==> src/rtl/imem_fetch_ctrl.sv <==
// Instruction memory sequencer: boots a program over a valid/ready stream, then
// owns the PC, applying stalls and branches until a halt opcode or program end.
module imem_fetch_ctrl #(
    parameter int unsigned SIZE_IM     = 32,
    parameter int unsigned ADDR_W      = 16,
    parameter int unsigned DATA_W      = 16,
    parameter logic [3:0]  HALT_OPCODE = 4'hF
) (
    input  logic              clk,
    input  logic              rst_n,
    input  logic              start,
    input  logic              ld_valid,
    input  logic [DATA_W-1:0] ld_data,
    input  logic              ld_last,
    output logic              ld_ready,
    output logic              mem_we,
    output logic [ADDR_W-1:0] mem_waddr,
    output logic [DATA_W-1:0] mem_wdata,
    output logic              ready,
    output logic [ADDR_W-1:0] pc,
    input  logic [DATA_W-1:0] instr_in,
    input  logic              stall,
    input  logic              branch_en,
    input  logic [ADDR_W-1:0] branch_target,
    output logic              halted,
    output logic              load_err,
    output logic [ADDR_W-1:0] prog_len,
    output logic [15:0]       inst_cnt
);

    localparam int unsigned CNT_W = 16;
    localparam logic [ADDR_W-1:0] LAST_ADDR = ADDR_W'(SIZE_IM - 1);
    localparam logic [CNT_W-1:0]  CNT_MAX   = '1;

    typedef enum logic [1:0] {
        IDLE = 2'd0,
        LOAD = 2'd1,
        RUN  = 2'd2,
        HALT = 2'd3
    } state_t;

    state_t            state, state_d;
    logic [ADDR_W-1:0] wptr, wptr_d;
    logic [ADDR_W-1:0] pc_d;
    logic [ADDR_W-1:0] prog_len_d;
    logic [CNT_W-1:0]  inst_cnt_d;
    logic              load_err_d;
    logic              is_halt_op;
    logic [CNT_W-1:0]  cnt_inc;

    // Only the opcode field of the fetched word matters here.
    logic unused_instr_bits;
    assign unused_instr_bits = ^instr_in[DATA_W-5:0];

    assign is_halt_op = (instr_in[DATA_W-1 -: 4] == HALT_OPCODE);
    assign cnt_inc    = (inst_cnt == CNT_MAX) ? inst_cnt : inst_cnt + CNT_W'(1);

    always_ff @(posedge clk or negedge rst_n) begin
        if (!rst_n) begin
            state    <= IDLE;
            wptr     <= '0;
            pc       <= '0;
            prog_len <= '0;
            inst_cnt <= '0;
            load_err <= 1'b0;
        end else begin
            state    <= state_d;
            wptr     <= wptr_d;
            pc       <= pc_d;
            prog_len <= prog_len_d;
            inst_cnt <= inst_cnt_d;
            load_err <= load_err_d;
        end
    end

    // Next-state, counter updates and the combinational memory write port.
    always_comb begin
        state_d    = state;
        wptr_d     = wptr;
        pc_d       = pc;
        prog_len_d = prog_len;
        inst_cnt_d = inst_cnt;
        load_err_d = load_err;
        ld_ready   = 1'b0;
        mem_we     = 1'b0;
        mem_waddr  = '0;
        mem_wdata  = '0;
        ready      = 1'b0;
        halted     = 1'b0;

        case (state)
            IDLE: begin
                if (start) begin
                    state_d    = LOAD;
                    wptr_d     = '0;
                    prog_len_d = '0;
                    load_err_d = 1'b0;
                end
            end
            LOAD: begin
                ld_ready = 1'b1;
                if (ld_valid) begin
                    mem_we     = 1'b1;
                    mem_waddr  = wptr;
                    mem_wdata  = ld_data;
                    wptr_d     = wptr + ADDR_W'(1);
                    prog_len_d = wptr + ADDR_W'(1);
                    if (ld_last || (wptr == LAST_ADDR)) begin
                        state_d    = RUN;
                        pc_d       = '0;
                        inst_cnt_d = '0;
                        load_err_d = !ld_last;
                    end
                end
            end
            RUN: begin
                ready = 1'b1;
                if (is_halt_op || (pc >= prog_len)) begin
                    state_d = HALT;
                end else if (stall) begin
                    pc_d = pc;
                end else if (branch_en) begin
                    pc_d       = branch_target;
                    inst_cnt_d = cnt_inc;
                end else begin
                    pc_d       = pc + ADDR_W'(1);
                    inst_cnt_d = cnt_inc;
                end
            end
            HALT: begin
                ready  = 1'b1;
                halted = 1'b1;
                if (start) begin
                    state_d    = LOAD;
                    wptr_d     = '0;
                    prog_len_d = '0;
                    load_err_d = 1'b0;
                end
            end
            default: state_d = IDLE;
        endcase
    end

endmodule
==> config.mk <==
export PLATFORM = sky130hd
export DESIGN_NAME = imem_fetch_ctrl
export DESIGN_NICKNAME = d
export VERILOG_FILES = /design/src/rtl/imem_fetch_ctrl.sv
export SDC_FILE = /design/constraint.sdc
export NUM_CORES = 1
export LEC_CHECK = 0
export ABC_CLOCK_PERIOD_IN_PS = 2450
export CORE_MARGIN = 4
export CORE_UTILIZATION = 41
export DETAILED_ROUTE_END_ITERATION = 12
export GPL_TIMING_DRIVEN = 0
export PLACE_DENSITY = 0.87
export SETUP_SLACK_MARGIN = 0.15
export SLEW_MARGIN = 0
export SYNTH_ARGS = -nofsm -noshare
export SYNTH_HDL_FRONTEND = slang
export SYNTH_SLANG_ARGS = --single-unit
==> constraint.sdc <==
create_clock -name clk -period 2.45 [get_ports clk]
set_clock_uncertainty 0.2 [all_clocks]
set_input_delay 0.49 -clock clk [delete_from_list [all_inputs] [get_ports clk]]
set_output_delay 0.49 -clock clk [all_outputs]
set_load 0.1 [all_outputs]
Word-level counts from Yosys, hierarchy flattened
Index checks and enable logic that the tools add are counted.

word-level totals
  flip-flop bits (word level) = 51
  input port bits = 55
  output and inout bits = 85
  logic and storage cells = 66

operators by class
  $add $sub $neg = 3
  $lt $le $gt $ge = 1
  eq/ne operators = 13
  mux-type cells = 31
  reductions and logical operators = 13

operators by type and width
  kind                                                    number
  2-to-1 mux 16 bit                                       14
  one-hot mux 16 bit (2 select lines)                     3
  adder 16 x 1 -> 16 bit (second input constant)          3
  == test 16 bit (second input constant)                  1
  == test 16 x 5 -> 1 bit (second input constant)         1
  greater-or-equal comparator 16 bit                      1
  inequality test 2 bit (second input constant)           6
  2-to-1 mux 1 bit                                        8
  2-to-1 mux 2 bit                                        4
  AND reduction 4 bit                                     2
  one-hot mux 2 bit (3 select lines)                      1
  AND reduction 6 bit                                     1
  AND reduction 5 bit                                     1
  == test 2 bit (second input constant)                   2
  == test 4 bit (second input constant)                   1
  nonzero test 2 bit                                      2
  OR reduction 2 bit                                      2
  AND reduction 3 bit                                     1
  == test 2 x 1 -> 1 bit (second input constant)          1
  logical NOT 2 bit                                       1
  logical OR 1 bit                                        2
  inequality test 2 x 1 -> 1 bit (second input constant)  1
  one-hot mux 1 bit (2 select lines)                      1
  logical NOT 1 bit                                       1

Depth between registers and ports, before layout
  depth after elaboration = 5
  mapped depth = 11
  gate-level depth less buffers = 8

Least setup slack after synthesis
Ideal clock, no wire load.

  path kind = reg-to-reg
  start = reg wptr[12]
  end = reg pc[14]
  data arrival time = 3.022 ns
  data required time = 2.124 ns
  path slack = -0.898 ns
  cell stages (with the launch flop) = 10
  path buffers = 2
  period minus slack after synthesis = 3.348 ns
  cell sequence = dfrtp_1 -> inv_1 -> ha_1 -> nand2_1 -> nor4_2 -> or4b_4 -> and4_4 -> buf_6 -> buf_6 -> a221o_1

on the way
  word-level cells in the longest chain between the ends = 4

RTL lines
  what                                                                           line  source
  start, declared                                                                43    logic [ADDR_W-1:0] wptr, wptr_d;
  start signal, assigned                                                         68    wptr <= wptr_d;
  greater-or-equal comparator 16 bit or == test 16 x 5 -> 1 bit (tied branches)  n/a
  logical OR 1 bit (on tied branches)                                            n/a
  inequality test 2 bit (no line)                                                n/a
  AND reduction 5 bit (no line) *                                                n/a
  end signal, assigned                                                           69    pc <= pc_d;
  end, declared                                                                  20    output logic [ADDR_W-1:0] pc,

Mark *: on every way between the ends. The rest lies on a longest branch, timed or not.
A chain may end at the register's enable or synchronous reset.

Final worst setup path
  start = reg pc[9]
  end = reg pc[6]

on the way
  word-level cells in the longest chain between the ends = 4

RTL lines
  what                                line  source
  greater-or-equal comparator 16 bit  118   if (is_halt_op || (pc >= prog_len)) begin
  logical OR 1 bit                    118
  inequality test 2 bit (no line)     n/a
  AND reduction 5 bit (no line)       n/a

Every way passes these cells.

==> impl_metrics.toml <==
[run_status]
status = "finished, violations left"
violations = "negative setup slack"

[grt]
grt_overflow_total = 0
grt_pass1_wl_um = 22140
first_global_vias = 4357
grt_antenna_before_repair = 0
grt_usage_pct = 26.71
grt_max_degree = 37

[finish]
nFillCells = 519
post_route_cells_drive_above_1_share_pct = 46.03
fin_nets = 682
instances_no_fill = 712
multi_input_area_um2 = 2659
seq_area_um2 = 1376
area_growth_pct = 78.82
n_antenna_cell = 0

[timing]
tns_ps = -10360
max_freq_ghz = 0.3545
setup_violations = 36
fin_crit_sh_pct = 115.1
worst_pin_slew_ps = 972.9
slew-limit-headroom_pct = 35.40
slew_violations = 0
hold_viol = 0
rsz0062_at_grt = "yes"
fin_ws_ps = -371.1
post-route-min-period_ps = 2821

[synth]
synth_cell_types = 60
yosysSeqAreaShare_pct = 34.73
syn_area_um2 = 3675
yosys_most_used_dff = "dfrtp_1"
yosysTopAreaCellShare_pct = 34.73
synth-edff-count = 0
synthesis.nets = 507
syn_avg_cell_area_um2 = 8.566
async_reset_ff_share_pct = 100.0
syn-instance-count = 429
yosys_warnings = 0
ys_ff_latch = 51
synth.area.top_cells = "dfrtp_1 (35%), ha_1 (7.8%), and3_1 (6.5%), nand2_1 (4.3%), inv_1 (3.1%)"
yosys.area.top_type = "dfrtp_1"

[setup_path]
worstPathRequired_ps = 2450
cp_max_fo = 6
endpoint_kind = "register"
arrival_ps = 2820
path_class = "reg -> reg"
start_kind = "register"

[detailed_routing]
viasPerCell = 6.177
drt-total-wl_um = 15110
drc = 0
wl_per_cell_um = 21.21
vias = 4398
drt_first_iter_violations = 340
drtPass1Iterations = 5
ant_nets = 0

[floorplan]
die_w_um = 102.7
placementRows = 34
core_um2 = 8721
io_pins = 140
dieArea_um2 = 10540
die_h_um = 102.7
start_util_pct = 42.14

[clock_tree]
cts_buffers = 5
worst_skew_pair.late_latency_ps = 320
h-tree-depth = 2
clk_pin_slew_ps = 100
cts_tree = "built"
clock_path_buffers = 2
root_buffer = "clkbuf_8"
cts_sinks = 51

[place]
routabilityCongestion = 0.9139
portBuffers = 126
dp.cells = 664
dp_hpwl_um = 9808

[run]
drv_cap = 0

[pwr]
p_sw_w = 0.004067
ir_drop_v = 0.0005745
power_density_nw_per_um2 = 1118
p_int_w = 0.003279
power.leakage_nw = 2.661
clockPowerShare_pct = 7.2
p_seq_share_pct = 18.4
combinationalPowerShare_pct = 74.3
switching_share_pct = 55.37

[hold_path]
hold_class = "reg -> reg"
-- routing by layer --
metal,vias to the layer above,global-route usage [%],wire length (um)
li1,1940,-,-
met1,2137,32.08,5780
met2,263,46.47,7527
met3,58,5.616,1291
met4,0,10.80,506
met5,-,0,0
-- stage by stage --
| stage | worst slack (ps) | total power, W | hold slack [ps] | cell area (um2) | utilization (%) |
|---|---|---|---|---|---|
| global route | -500.5 | 0.007646 | 356.2 | 6571 | 75.35 |
| global placement | -1218 | 0.005538 | 287.2 | 5444 | 62.42 |
| floorplan | -368.5 | 0.004600 | -5.591 | 4048 | - |
| finish | -371.1 | 0.007346 | 318.7 | 6571 | 75.35 |
| CTS | -284.8 | 0.006835 | 319.1 | 6287 | 72.09 |
| detailed placement | -1161 | 0.005658 | 243.1 | 5459 | 62.60 |
-- layout by cell type (no fill, tap or decap), types with 7 or more instances in the layout --
cell	Yosys	routed
buf_4	0	29
clkbuf_2	0	21
nand4_1	12	12
dfrtp_4	0	18
buf_6	2	9
a221o_1	8	8
a31oi_1	14	10
xnor2_1	10	10
dfrtp_1	51	7
nor2_1	22	22
and3_4	0	30
nand3_1	21	20
inv_1	30	21
clkdlybuf4s15_2	0	24
nand2b_1	9	8
nand2_1	42	39
dfrtp_2	0	26
nor3_1	12	12
a21oi_1	18	16
clkdlybuf4s50_1	0	39
ha_1	23	16
buf_12	0	37
-- flip-flops by register name, summed over array words and instances (netlist names) --
name,count
inst_cnt,16
pc,16
wptr,16
state,2
load_err,1
-- cells in the mapped netlist (4+ instances only) --
library cell	number
a221o_1	8
nand4_1	12
clkbuf_1	13
a31oi_1	14
nor4_1	7
o2111ai_1	4
ha_1	23
buf_2	6
nor4b_1	4
nor2b_1	6
nand2_1	42
xnor2_1	10
inv_1	30
nand2b_1	9
nand3_1	21
a22o_1	4
o21ai_0	8
a21oi_1	18
nor3_1	12
o22ai_1	6
nor2_1	22
dfrtp_1	51
and3_1	38
and2_1	4
nor3b_1	4
o221ai_1	4
-- final timing paths --
kind                       slack, ps  endpoint  cells after the start  startpoint
hold / removal                   320  load_err                      2    load_err
min in group asynchronous        440   wptr[4]                      2       rst_n
setup / recovery                -370     pc[6]                      8       pc[9]
setup reg to reg                -370     pc[6]                      8       pc[9]
max in group asynchronous       1040    pc[15]                      3       rst_n
hold reg to reg                  320  load_err                      2    load_err
-- cell type report --
| type | instances | share of cell area, % |
|---|---|---|
| Multi-Input combinational cell | 327 | 40.46 |
| Timing Repair Buffer | 167 | 29.61 |
| Sequential cell | 51 | 20.94 |
| Buffer | 21 | 3.656 |
| Tap cell | 108 | 2.056 |
| Inverter | 31 | 1.885 |
| Clock buffer | 6 | 1.257 |
| Clock inverter | 1 | 0.1333 |
-- cell families (layout without fill, tap and decap cells) --
group / after synthesis / after routing / share of synthesized area (%)
flip-flops: 51 / 51 / 34.73
AO/OA/AOI/OAI: 93 / 94 / 18.45
XOR/XNOR: 10 / 10 / 2.383
adder cells (fa/ha/maj): 23 / 23 / 7.831
buffers and inverters: 52 / 226 / 5.924
AND/OR/NAND/NOR: 195 / 195 / 29.21
multiplexers: 5 / 5 / 1.464
-- power groups by stage --
| stage | combinational (W) | sequential (W) | clock (W) |
|---|---|---|---|
| final | 0.00546 | 0.00135 | 0.000532 |
| after global routing | 0.00570 | 0.00138 | 0.000571 |
| after CTS | 0.00497 | 0.00133 | 0.000531 |
| after detailed placement | 0.00426 | 0.00140 | 0 |
| after global placement | 0.00416 | 0.00138 | 0 |
| after floorplan | 0.00222 | 0.00238 | 0 |
-- worst max-delay path: stages (launching register included) --
cell,delay [ps]
dfrtp_4,520
ha_4,300
nand2_4,50
nor4_4,320
or4b_4,530
and4_4,220
buf_12,150
buf_8,130
a221o_1,290
-- timing repair --
action | 4_1_cts | 5_1_grt
buffers inserted | 22 | 13
setup endpoints to repair | 130 | 106
gates cloned | 3 | 2
hold buffers | 1 | 0
pin swaps | 12 | 23
endpoints found under the hold margin | 15 | 0
gates resized for setup | 451 | 90
(Power assumes the default switching activity.)
